`config.mk`:
```
export PLATFORM = sky130hd
export DESIGN_NAME = jt12_chacc
export DESIGN_NICKNAME = d
export VERILOG_FILES = /design/src/rtl/jt12_chacc_pkg.sv /design/src/rtl/jt12_sh.sv /design/src/rtl/jt12_chacc.sv
export SDC_FILE = /design/constraint.sdc
export NUM_CORES = 1
export LEC_CHECK = 0
export ABC_AREA = 1
export CAP_MARGIN = 30
export CELL_PAD_IN_SITES_DETAIL_PLACEMENT = 0
export CELL_PAD_IN_SITES_GLOBAL_PLACEMENT = 2
export CORE_AREA = 2 2 131 133
export DETAILED_ROUTE_END_ITERATION = 8
export DIE_AREA = 0 0 133 135
export PLACE_DENSITY_LB_ADDON = 0.15
export RECOVER_POWER = 25
export SLEW_MARGIN = 20
export SYNTH_ARGS = -nofsm -noshare
export SYNTH_HDL_FRONTEND = slang
export SYNTH_HIERARCHICAL = 1
export SYNTH_SLANG_ARGS = --single-unit
```
`constraint.sdc`:
```
create_clock -name clk -period 4.4 [get_ports clk]
set_input_delay 0.66 -clock clk [delete_from_list [all_inputs] [get_ports clk]]
set_output_delay 0.66 -clock clk [all_outputs]
set_load 0.02 [all_outputs]
```
`src/rtl/jt12_chacc_pkg.sv`:
```
// Shared types and constants for the jt12 channel accumulator.
// Algorithm carrier table, channel saturation limits and datapath widths.
package jt12_chacc_pkg;

  typedef logic signed [8:0]  op_t;
  typedef logic signed [10:0] chsum_t;
  typedef logic signed [11:0] mix_t;

  typedef enum logic { UNARMED = 1'b0, ARMED = 1'b1 } arm_t;

  // Encoding doubles as the bit index into the carrier mask {S4,S3,S2,S1}
  typedef enum logic [1:0] { GRP_S1 = 2'd0, GRP_S2 = 2'd1, GRP_S3 = 2'd2, GRP_S4 = 2'd3 } grp_t;

  localparam int CH_MAX = 255;
  localparam int CH_MIN = -256;

  localparam logic [7:0][3:0] ALG_MASK = {
    4'b1111,                            // alg 7
    4'b1110, 4'b1110,                   // alg 6, 5
    4'b1010,                            // alg 4
    4'b1000, 4'b1000, 4'b1000, 4'b1000  // alg 3..0
  };

  function automatic logic is_carrier(input logic [2:0] a, input grp_t g);
    logic [3:0] m;
    m = ALG_MASK[a];
    return m[g];
  endfunction

endpackage

```
`src/rtl/jt12_sh.sv`:
```
// Plain clock-enabled shift register; contents need no reset.
module jt12_sh #(
  parameter int WIDTH  = 11,
  parameter int STAGES = 6
) (
  input  logic             clk,
  input  logic             clk_en,
  input  logic [WIDTH-1:0] din,
  output logic [WIDTH-1:0] drop
);

  logic [WIDTH-1:0] bits [STAGES];

  always_ff @(posedge clk) begin
    if (clk_en) begin
      bits[0] <= din;
      for (int i = 1; i < STAGES; i++) bits[i] <= bits[i-1];
    end
  end

  assign drop = bits[STAGES-1];

endmodule

```
`src/rtl/jt12_chacc.sv`:
```
// Channel accumulator: sums carrier operators per channel, saturates, pans and mixes.
// Optional PCM replacement of channel 5 is enabled by defining JT12_CHACC_PCM_EN.
module jt12_chacc
  import jt12_chacc_pkg::*;
#(
  parameter int NUM_CH = 6,
  parameter int CH_W   = 9,
  parameter int MIX_W  = 12
) (
  input  logic                    clk,
  input  logic                    rst,
  input  logic                    clk_en,
  input  logic signed [CH_W-1:0]  op_result,
  input  logic                    s1_enters,
  input  logic                    s2_enters,
  input  logic                    s3_enters,
  input  logic                    s4_enters,
  input  logic [2:0]              alg,
  input  logic [1:0]              rl,
`ifdef JT12_CHACC_PCM_EN
  input  logic signed [CH_W-1:0]  pcm,
  input  logic                    pcm_en,
`endif
  output logic signed [MIX_W-1:0] left,
  output logic signed [MIX_W-1:0] right,
  output logic                    sample_valid
);

  localparam logic [2:0] CNT_MAX  = 3'(NUM_CH);
  localparam logic [2:0] CNT_LAST = 3'(NUM_CH - 1);

  function automatic op_t sat(input chsum_t v);
    if (v > chsum_t'(CH_MAX))      return op_t'(CH_MAX);
    else if (v < chsum_t'(CH_MIN)) return op_t'(CH_MIN);
    else                           return op_t'(v);
  endfunction

  arm_t       state;
  logic [2:0] cnt;
  logic       vld_p1;
  mix_t       mix_l_p1, mix_r_p1;

  grp_t       grp;
  logic       grp_vld;
  chsum_t     c, sum_in, sum_next;
  logic [10:0] sh_din, sh_drop;
  op_t        ch;
  logic       s3_take;

  // Stage 0: slot decode, carrier select, running sum and channel saturation
  always_comb begin
    grp_vld = 1'b1;
    grp     = GRP_S4;
    if (s1_enters)      grp = GRP_S2;
    else if (s2_enters) grp = GRP_S1;
    else if (s3_enters) grp = GRP_S4;
    else if (s4_enters) grp = GRP_S3;
    else                grp_vld = 1'b0;
  end

  assign sum_in   = sh_drop;
  assign c        = (grp_vld && is_carrier(alg, grp)) ? chsum_t'(op_result) : '0;
  assign sum_next = sum_in + c;

  always_comb begin
    sh_din = sum_in;
    if (grp_vld) begin
      case (grp)
        GRP_S2:         sh_din = c;
        GRP_S4, GRP_S1: sh_din = sum_next;
        default:        sh_din = sum_in;
      endcase
    end
  end

  always_comb begin
    ch = sat(sum_next);
`ifdef JT12_CHACC_PCM_EN
    if (pcm_en && cnt == CNT_LAST) ch = pcm;
`endif
  end

  assign s3_take = grp_vld && (grp == GRP_S3) && (state == ARMED) && (cnt < CNT_MAX);

  jt12_sh #(.WIDTH(11), .STAGES(NUM_CH)) u_sh (
    .clk    (clk),
    .clk_en (clk_en),
    .din    (sh_din),
    .drop   (sh_drop)
  );

  // Stage 1: per-frame mix accumulation (first S3 slot loads)
  always_ff @(posedge clk) begin
    if (clk_en && s3_take) begin
      mix_l_p1 <= (cnt == 3'd0 ? mix_t'(0) : mix_l_p1) + (rl[1] ? mix_t'(ch) : mix_t'(0));
      mix_r_p1 <= (cnt == 3'd0 ? mix_t'(0) : mix_r_p1) + (rl[0] ? mix_t'(ch) : mix_t'(0));
    end
  end

  // Stage 2: arming, slot counter and output strobe
  always_ff @(posedge clk or posedge rst) begin
    if (rst) begin
      state        <= UNARMED;
      cnt          <= 3'd0;
      vld_p1       <= 1'b0;
      left         <= '0;
      right        <= '0;
      sample_valid <= 1'b0;
    end else if (clk_en) begin
      vld_p1       <= 1'b0;
      sample_valid <= vld_p1;
      if (vld_p1) begin
        left  <= mix_l_p1;
        right <= mix_r_p1;
      end
      if (s1_enters) begin
        cnt   <= 3'd0;
        state <= ARMED;
      end else if (s3_take) begin
        cnt <= cnt + 3'd1;
        if (cnt == CNT_LAST) vld_p1 <= 1'b1;
      end
    end
  end

endmodule

```
==> Word level (Yosys, flattened, before mapping) <==
Memories as Yosys holds them, arrays and structs flattened.
Cells that the tools add are included.
{ "totals": {"out_inout_bits": 25, "in_bits": 21, "memories": 2, "mem_bits_ro": 32, "wordCells": 62, "ff_bits": 54, "ram_bits": 66} }
{ "memory_table": {"columns": ["memory", "words", "width", "read_ports", "rd_ports_with_merged_regs", "write_ports", "line", "source"], "rows": [
  ["u_sh.bits", 6, 11, 6, 0, 6, "jt12_sh.sv:12", "logic [WIDTH-1:0] bits [STAGES];"],
  ["(name not given)", 8, 4, 1, 0, 0, "jt12_chacc_pkg.sv:26", "m = ALG_MASK[a];"]
]} }
{ "op_classes": {"magnitude_cmp": 5, "n_eq_ne": 4, "reduce_logical": 12, "n_addsub": 4, "n_mux": 27} }
{ "op_table": {"columns": ["op", "count"], "rows": [
  ["2-to-1 mux 12 bit", 4],
  ["adder 12 bit", 2],
  ["2-to-1 mux 11 bit", 2],
  ["one-hot mux 11 bit (2 select lines)", 1],
  ["2-to-1 mux 9 bit", 2],
  ["2-to-1 mux 1 bit", 12],
  ["adder 11 bit", 1],
  ["greater-than comparator 11 x 9 -> 1 bit, second input constant", 1],
  ["less-than comparator 11 x 9 -> 1 bit, second input constant", 1],
  ["2-to-1 mux 3 bit", 2],
  ["AND reduction 2 bit", 3],
  ["logical AND 1 bit", 5],
  ["== test 2 bit, second input constant", 2],
  ["less-than comparator 3 x 4 -> 1 bit, second input constant", 1],
  ["2-to-1 mux 2 bit", 2],
  ["2-to-1 mux 4 bit", 1],
  ["adder 3 x 1 -> 3 bit, second input constant", 1],
  ["== test 3 bit, second input constant", 1],
  ["zero test 3 bit", 1],
  ["less-than comparator 2 x 3 -> 1 bit, second input constant", 1],
  ["less-than comparator 3 bit, second input constant", 1],
  ["binary-select mux 1 bit (select 2 bit)", 1],
  ["== test 2 x 1 -> 1 bit, second input constant", 1],
  ["zero test 2 bit", 1],
  ["2 further kinds", 2]
]} }

==> Longest topological paths before layout <==
Gate-level depths: netlist of the first run.
{ "logic_depth": {"depth_word": 14, "depth_mapped": 34, "ltp_nobuf": 33} }

==> Modules after synthesis <==
The synthesis of the first run kept the hierarchy.
{ "modules_own_cells": {"columns": ["mod", "cells_each", "area_per_inst_um2", "instances"], "rows": [
  ["jt12_chacc", 564, 4181.5, 1],
  ["jt12_sh", 66, 1981.9, 1]
]} }

==> Least setup slack after synthesis of the first run <==
Ideal clock, no wire load.
{ "synth_path": {"path_type": "input port to flip-flop", "from": "in s1_enters", "to": "reg mix_l_p1[10] (data pin)", "path_slack_ns": 0.035, "cell_stages": 31, "n_path_buf": 1, "required_ns": 4.142, "t_arrival_ns": 4.107, "cell_sequence": "nor2_2 -> inv_2 -> nor2_4 -> nand2_2 -> nand2_1 -> nor2_1 -> ha_1 -> fa_1 -> nand2_1 -> nand3_1 -> nand4_1 -> nand3_1 -> nand2_1 -> inv_1 -> nand2_1 -> nand2_4 -> buf_6 -> a21oi_1 -> ha_1 -> inv_1 -> fa_1 -> inv_1 -> nand3_1 -> nand2_1 -> nand2_1 -> o211a_1 -> nor2_1 -> nor2_1 -> nor2_1 -> nor2_1 -> xnor2_1"} }
{ "synth_via": {"elab_chain_cells": 11, "word_cells_on_any_way": 13, "cone_classes": "2 x add/sub; 2 x order compare; 8 x mux; 1 x reduce/logical"} }
{ "synth_lines": {"columns": ["item", "line", "source"], "rows": [
  ["start: declaration", "jt12_chacc.sv:14", "input logic s1_enters,"],
  ["2-to-1 mux 2 bit", "jt12_chacc.sv:54", "if (s1_enters) grp = GRP_S2;"],
  ["binary-select mux 1 bit (select 2 bit)", "jt12_chacc_pkg.sv:27", "return m[g];"],
  ["2-to-1 mux 1 bit (implied by the code)", "jt12_chacc_pkg.sv:27", null],
  ["logical AND 1 bit *", "jt12_chacc.sv:62", "assign c = (grp_vld && is_carrier(alg, grp)) ? chsum_t'(op_result) : '0;"],
  ["2-to-1 mux 11 bit *", "jt12_chacc.sv:62", null],
  ["adder 11 bit *", "jt12_chacc.sv:63", "assign sum_next = sum_in + c;"],
  ["less-than comparator 11 x 9 -> 1 bit", "jt12_chacc.sv:34", "else if (v < chsum_t'(CH_MIN)) return op_t'(CH_MIN);"],
  ["2-to-1 mux 9 bit", "jt12_chacc.sv:34", null],
  ["2-to-1 mux 9 bit *", "jt12_chacc.sv:33", "if (v > chsum_t'(CH_MAX)) return op_t'(CH_MAX);"],
  ["2-to-1 mux 12 bit *", "jt12_chacc.sv:95", "mix_l_p1 <= (cnt == 3'd0 ? mix_t'(0) : mix_l_p1) + (rl[1] ? mix_t'(ch) : mix_t'(0));"],
  ["adder 12 bit *", "jt12_chacc.sv:95", null],
  ["end signal: assignment", "jt12_chacc.sv:95", null],
  ["end: declaration", "jt12_chacc.sv:41", "mix_t mix_l_p1, mix_r_p1;"]
]} }
Every way passes the cells marked *; elsewhere a longest branch is shown, timed or not. The select of a mux whose other input is x is not followed.
A chain may end at the register's enable or synchronous reset.

==> Worst setup path after layout of the first run <==
{ "layout_path": {"from": "in s2_enters", "to": "reg mix_l_p1[6] (data pin)"} }
{ "layout_via": {"elab_chain_cells": 12, "word_cells_on_any_way": 15, "cone_classes": "2 x add/sub; 2 x order compare; 10 x mux; 1 x reduce/logical"} }
{ "layout_lines": {"columns": ["item", "line", "source"], "rows": [
  ["start: declaration", "jt12_chacc.sv:15", "input logic s2_enters,"],
  ["2-to-1 mux 2 bit", "jt12_chacc.sv:55", "else if (s2_enters) grp = GRP_S1;"],
  ["2-to-1 mux 2 bit", "jt12_chacc.sv:54", null],
  ["binary-select mux 1 bit (select 2 bit)", "jt12_chacc_pkg.sv:27", null],
  ["2-to-1 mux 1 bit (implied by the code)", "jt12_chacc_pkg.sv:27", null],
  ["logical AND 1 bit *", "jt12_chacc.sv:62", null],
  ["2-to-1 mux 11 bit *", "jt12_chacc.sv:62", null],
  ["adder 11 bit *", "jt12_chacc.sv:63", null],
  ["less-than comparator 11 x 9 -> 1 bit", "jt12_chacc.sv:34", null],
  ["2-to-1 mux 9 bit", "jt12_chacc.sv:34", null],
  ["2-to-1 mux 9 bit *", "jt12_chacc.sv:33", null],
  ["2-to-1 mux 12 bit *", "jt12_chacc.sv:95", null],
  ["adder 12 bit *", "jt12_chacc.sv:95", null]
]} }
Marks and branches as above.

==> out/results.ini, run 1 <==
[detailed_routing]
drc=0
routedWlPerCell_um=14.0
viasPerCell=4.63
drt-initial-drc-count=212
first_pass_iters=4
top_layer=met4
vias=4639
met1_length_um=7080
wl_met3_um=415
wirelength_um=14000
met2WireLength_um=6340
ant_nets=0

[clock_tree]
clock_sinks=120
cts_root_buf=clkbuf_16
clk_pin_slew_ns=0.06
cts_buffer_depth=2
cts_tree=yes
hold_buffers=0
worstSkewPairLatency_ns=0.42
htree_levels=4
numCtsBuffers=17

[status]
run_status=finished, violations left
failed_checks=max-capacitance violations, max-slew violations

[power_and_ir_drop]
fin_total_pwr_mw=3.41
p_per_area_nw_per_um2=407
power.leakage_nw=3.78
peakVddDrop_mv=0.323

[floorplanning]
ioPinCount=46
rows=47
initial_core_util=0.376
die_y_um=135
coreArea_um2=16400
die-area_um2=18000
die_w_um=133

[synthesis]
synth_edf_count=90
yosys.area.top_type_share=0.438
synth.most_common_cell=nand2_1
synth-seq-cells=120
ys_warn_count=6
syn-cell-area_um2=6160
synth-async-reset-ratio=0.250
synthDistinctLibCells=34
synthFlopType=edfxtp_1
ys_seq_area_frac=0.560
synth_cells=630
syn-num-nets=690
yosys-top-cells-area=edfxtp_1 44%, dfrtp_1 12%, ha_1 7.3%
synthTopCellsByCount=117 x nand2_1, 95 x inv_1, 90 x edfxtp_1
yosysTopAreaCell=edfxtp_1
synth.avg_cell_area_um2=9.78

[grt]
antenna_found_initial=0
grt_pass1_vias=4667
overflow=0
grt_usage=0.166
grt_pass1_wl_um=23100
grt_max_degree=50

[cells_and_area]
nFillCells=1507
multiInputGateArea_um2=2580
drive_gt1_frac=0.227
register_area_um2=3450
area_delta_synth_final_pct=36.0
diodes=0
nets=830

[timing]
clock_skew_ns=0.00738
min_period_ns=4.15
hold_ws_ns=0.415
drv_slew=31
setup_viol=0
max-slew-margin-rel=-0.141
period_share=0.944
hold_violations=0
tightest_slew_ns=1.71
fmax_mhz=241

[placed_design]
place.gp.congestion=0.864
hpwl_um=10100
numPortBuffers=45

[critical_path]
critPathKind=input port to register
critPathRequiredTime_ns=4.57
rr_worst_depth=20
cp_max_fo=7
crit_arrival_ns=4.32
worst_setup_path_end_kind=register
start_kind=input port

[worst_hold_path]
min_path_type=register to register
min_path_cells=0

[flow_run]
drv_cap=1

[final timing paths]
path / to / startpoint / slack, ns
min in group asynchronous: state / rst / 1.30
max in group asynchronous: cnt[1] / rst / 2.11
worst max-delay path: mix_l_p1[6] / s2_enters / 0.25
worst max register to register: mix_l_p1[6] / u_sh/bits[5][0] / 0.88
worst min-delay path: u_sh/bits[3][2] / u_sh/bits[2][2] / 0.42
worst min register to register: u_sh/bits[3][2] / u_sh/bits[2][2] / 0.42
[flip-flops by register name (all words and copies together) (netlist names)]
register,cells
u_sh/bits,66
sample_valid,1
state,1
vld_p1,1
mix_l_p1,12
right,12
cnt,3
mix_r_p1,12
left,12
[where the power goes]
group	switching, mW	internal [mW]	leakage, nW
logic	0.360	0.309	2.23
registers	0.0279	1.32	1.26
clock network	0.551	0.846	0.281
[cell type report]
type	count	area share
flip-flops and latches	120	0.412
multi-input cells	402	0.308
repair buffers	132	0.133
clock buffers	17	0.0507
inverters	97	0.0434
well taps	220	0.0328
clock inverters	15	0.0200
[placed cells by master (no fill, tap or decap), types with 3 or more instances in the layout]
cell type | netlist | routed
inv_6 | 0 | 5
dfrtp_1 | 30 | 30
ha_1 | 36 | 25
nand2_4 | 3 | 5
xnor2_1 | 10 | 10
nor2_4 | 1 | 7
ha_4 | 0 | 9
o21ai_0 | 43 | 39
fa_2 | 0 | 3
nand2_2 | 3 | 8
nand3_1 | 25 | 23
o21ai_1 | 0 | 4
a21oi_2 | 1 | 7
clkbuf_16 | 0 | 17
o21bai_1 | 3 | 3
a31oi_1 | 5 | 4
nand3_4 | 1 | 3
nand3_2 | 3 | 3
clkdlybuf4s50_1 | 0 | 36
inv_1 | 95 | 91
a21oi_1 | 46 | 38
dlymetal6s2s_1 | 0 | 4
xor2_1 | 13 | 13
nor2_1 | 68 | 59
nand2_1 | 117 | 110
clkinvlp_4 | 0 | 3
edfxtp_1 | 90 | 90
buf_4 | 0 | 84
nand4_1 | 9 | 9
clkinv_4 | 0 | 3
inv_2 | 1 | 5
nor2_2 | 1 | 4
[cell families (layout without fill, tap and decap cells)]
kind of cell | Yosys count | in the layout | share of synthesized area
DFF | 120 | 120 | 0.560
and+or+nand+nor | 234 | 234 | 0.164
adders and majority gates | 39 | 39 | 0.0828
xor gates and xnor gates | 23 | 23 | 0.0327
buffers and inverters | 108 | 261 | 0.0670
AOI/OAI and AO/OA | 106 | 106 | 0.0928
[worst max-delay path, stage by stage]
cell	delay, ns
dlygate4sd2_1	0.26
nor2_2	0.12
inv_2	0.06
nor2_4	0.09
nand2_2	0.08
nand2_4	0.17
nor2_4	0.06
ha_4	0.17
fa_2	0.36
nand2_1	0.10
nand3_2	0.07
nand4_1	0.11
nand3_1	0.10
nand2_2	0.09
nand3_2	0.10
nand3_4	0.11
buf_4	0.15
nand2_1	0.10
a21oi_2	0.25
ha_4	0.24
a21oi_1	0.14
nand2_1	0.08
buf_4	0.13
buf_4	0.12
a21o_1	0.15
a21oi_1	0.15
xnor2_1	0.09
[metal layers]
| metal | GRT usage | up-vias |
|---|---|---|
| li1 | - | 2383 |
| met1 | 0.232 | 2175 |
| met2 | 0.255 | 65 |
| met3 | 0.0379 | 16 |
| met4 | 0.0579 | 0 |
| met5 | 0 | - |
[through the flow]
stage	worst slack (ns)	setup TNS, ns	utilization	cell area, µm²	std cells
after floorplan	0.0345	0	-	6160	630
after global placement	-0.666	-8.31	0.453	7430	963
after detailed placement	-0.753	-9.92	0.454	7440	964
after CTS	0.0219	0	0.494	8100	999
after global routing	-0.0110	-0.0110	0.511	8380	1003
final	0.247	0	0.511	8380	1003
[timing repair]
| action | in CTS | in global routing |
|---|---|---|
| gates resized for setup | 17 | 57 |
| hold endpoints to repair | 0 | 0 |
| setup endpoints to repair | 12 | 15 |
| setup buffers | 3 | 4 |
| pin swaps | 6 | 28 |
(Power assumes the default switching activity.)
==> run 2: changes to the inputs <==
--- a/config.mk
+++ b/config.mk
@@ -9,9 +9,10 @@
 export CAP_MARGIN = 30
 export CELL_PAD_IN_SITES_DETAIL_PLACEMENT = 0
 export CELL_PAD_IN_SITES_GLOBAL_PLACEMENT = 2
-export CORE_AREA = 2 2 131 133
+export CORE_AREA = 2 2 108 152
 export DETAILED_ROUTE_END_ITERATION = 8
-export DIE_AREA = 0 0 133 135
+export DIE_AREA = 0 0 110 154
+export DONT_BUFFER_PORTS = 1
 export PLACE_DENSITY_LB_ADDON = 0.15
 export RECOVER_POWER = 25
 export SLEW_MARGIN = 20
==> run 2 against run 1 <==
Flip-flop and latch count stayed put. Hold slack got worse by 0.30 ns. Via count down 6.7%. Register-to-register slack lost 0.13 ns. Clock skew is 0.00087 ns higher. Critical endpoint is now mix_l_p1[10]. Largest power group is now registers. Clock power down 7%. The run now ends clean. Clock-buffer cell count rose by 1. Die area decreased by 5.7%.
==> out/results.ini, run 2 (same netlist as run 1, synthesis figures left out) <==
[status]
run_status=finished, final reports clean  ; was finished, violations left

[critical_path]
start_kind=input port  ; unchanged
cp_common_cell=nand2_1
worst_setup_path_end_kind=register  ; unchanged
setup.worst_path.end=mix_l_p1[10]  ; was mix_l_p1[6]
crit_slowest_cell=fa_1  ; was fa_2
r2r-start=u_sh/bits[5][0]  ; unchanged
regToRegEndpoint=mix_l_p1[10]  ; was mix_l_p1[6]
cp_max_fo=6  ; was 7
rr_worst_depth=24  ; was 20
setup.worst_path.start=s3_enters  ; was s2_enters
critPathRequiredTime_ns=4.57  ; about the same
slowest_delay_ns=0.38  ; was 0.36 ns
rrSetupSlack_ns=0.75  ; was 0.88 ns
crit_arrival_ns=4.20  ; was 4.32 ns
critPathKind=input port to register  ; unchanged

[grt]
grt_usage=0.169  ; was 0.166
grt_max_degree=72  ; was 50
overflow=0  ; unchanged
grt_pass1_wl_um=21300  ; was 23100 µm
antenna_found_initial=0  ; unchanged
grt_pass1_vias=4385  ; was 4667

[clock_tree]
clk_pin_slew_ns=0.06  ; about the same
cts_root_buf=clkbuf_16  ; unchanged
cts_resized=0  ; was 17
hold_buffers=0  ; unchanged
htree_levels=4  ; unchanged
cts_tree=yes  ; unchanged
cts_buffer_depth=2  ; unchanged
numCtsBuffers=17  ; unchanged
postCtsSetupBuffers=0  ; was 3
worstSkewPairLatency_ns=0.42  ; about the same
clock_sinks=120  ; unchanged

[timing]
fin_setup_tns_ns=0  ; unchanged
worst_slack_ns=0.370  ; was 0.247 ns
max-slew-margin-rel=0.438  ; was -0.141
setup_viol=0  ; unchanged
clock_skew_ns=0.00825  ; was 0.00738 ns
rsz0062_at_grt=no
fmax_mhz=248  ; was 241 MHz
drv_slew=0  ; was 31
min_period_ns=4.03  ; was 4.15 ns
tightest_slew_ns=0.842  ; was 1.71 ns
hold_ws_ns=0.112  ; was 0.415 ns
hold_violations=0  ; unchanged
period_share=0.916  ; was 0.944

[power_and_ir_drop]
combPwrFrac=0.152  ; was 0.196
switchingPower_mw=0.850  ; was 0.939 mW
peakVddDrop_mv=0.271  ; was 0.323 mV
p_clk_frac=0.412  ; was 0.410
power_switching_share=0.270  ; was 0.275
fin_total_pwr_mw=3.15  ; was 3.41 mW
power.leakage_nw=3.41  ; was 3.78 nW
seqPwrFrac=0.435  ; was 0.394
p_int_mw=2.30  ; was 2.47 mW
p_per_area_nw_per_um2=425  ; was 407 nW/µm²

[placed_design]
place.gp.congestion=0.852  ; was 0.864
dpl_worst_slack_ns=-0.283  ; was -0.753 ns
hpwl_um=10100  ; about the same
postPlaceCellArea_um2=6820  ; was 7440 µm²
numPortBuffers=0  ; was 45
placedCellCount=874  ; was 964

[cells_and_area]
final_common_cell=nand2_1  ; unchanged
design_area_um2=7400  ; was 8380 µm²
largest_reg_flops=66  ; unchanged
instances_no_fill=906  ; was 1003
drive_gt1_frac=0.154  ; was 0.227
area_delta_synth_final_pct=20.1  ; was 36.0%
nets=757  ; was 830
diodes=0  ; unchanged
register_area_um2=3450  ; unchanged
most-common-layout-cells=116 x nand2_1, 95 x inv_1, 90 x edfxtp_1  ; was 110 x nand2_1, 91 x inv_1, 90 x edfxtp_1
top_register=u_sh/bits  ; unchanged
multiInputGateArea_um2=2320  ; was 2580 µm²
finish.utilization=0.478  ; was 0.511
nFillCells=1468  ; was 1507

[floorplanning]
initial_core_util=0.398  ; was 0.376
rows=54  ; was 47
ioPinCount=46  ; unchanged
die_y_um=154  ; was 135 µm
die_w_um=110  ; was 133 µm
coreArea_um2=15500  ; was 16400 µm²
die-area_um2=16900  ; was 18000 µm²

[detailed_routing]
top_layer=met4  ; unchanged
drc=0  ; unchanged
wl_met3_um=385  ; was 415 µm
routedWlPerCell_um=14.6  ; was 14.0 µm
vias=4330  ; was 4639
drt-initial-drc-count=156  ; was 212
wirelength_um=13200  ; was 14000 µm
viasPerCell=4.78  ; was 4.63
first_pass_iters=4  ; unchanged
met2WireLength_um=6670  ; was 6340 µm
ant_nets=0  ; unchanged
met1_length_um=5700  ; was 7080 µm

[worst_hold_path]
min_path_type=input port to async pin  ; was register to register

[flow_run]
drv_cap=0  ; was 1

-- run 2: worst min-delay path by stage --
stage	to	slack, ns	cells after the start
CTS	left[9]	0.12	1
floorplan	u_sh/bits[1][0]	0.40	0
finish	left[10]	0.11	1
detailed placement	u_sh/bits[3][3]	0.40	0
global placement	u_sh/bits[5][4]	0.41	0
global route	state	0.14	1
-- run 2: final cells by class --
| class | instances | area share |
|---|---|---|
| clock inverter | 14 | 0.0172 |
| tap | 196 | 0.0331 |
| inverter | 97 | 0.0492 |
| clock buffer | 18 | 0.0580 |
| timing repair buffer | 59 | 0.0625 |
| sequential | 120 | 0.466 |
| multi-input combinational | 402 | 0.314 |
-- run 2: critical path: cells and delay by family --
family / cells / cell delay [ns]
AND/OR/NAND/NOR: 18 / 1.55
buffers and inverters: 5 / 0.37
AO/OA/AOI/OAI: 4 / 0.59
adder cells (fa/ha/maj): 3 / 0.89
XOR/XNOR: 1 / 0.12
-- run 2: power groups by stage --
| stage | Sequential, mW | Clock, mW | Combinational (mW) |
|---|---|---|---|
| after CTS | 1.37 | 1.33 | 0.483 |
| after global placement | 1.39 | 0 | 0.476 |
| after detailed placement | 1.39 | 0 | 0.480 |
| after floorplan | 1.38 | 0 | 0.307 |
| after global routing | 1.38 | 1.38 | 0.544 |
| final | 1.37 | 1.30 | 0.479 |
-- run 2: layer usage --
metal	up-vias	track usage
met4	0	0.0928
li1	2248	-
met3	28	0.0407
met2	62	0.283
met5	-	0
met1	1992	0.195
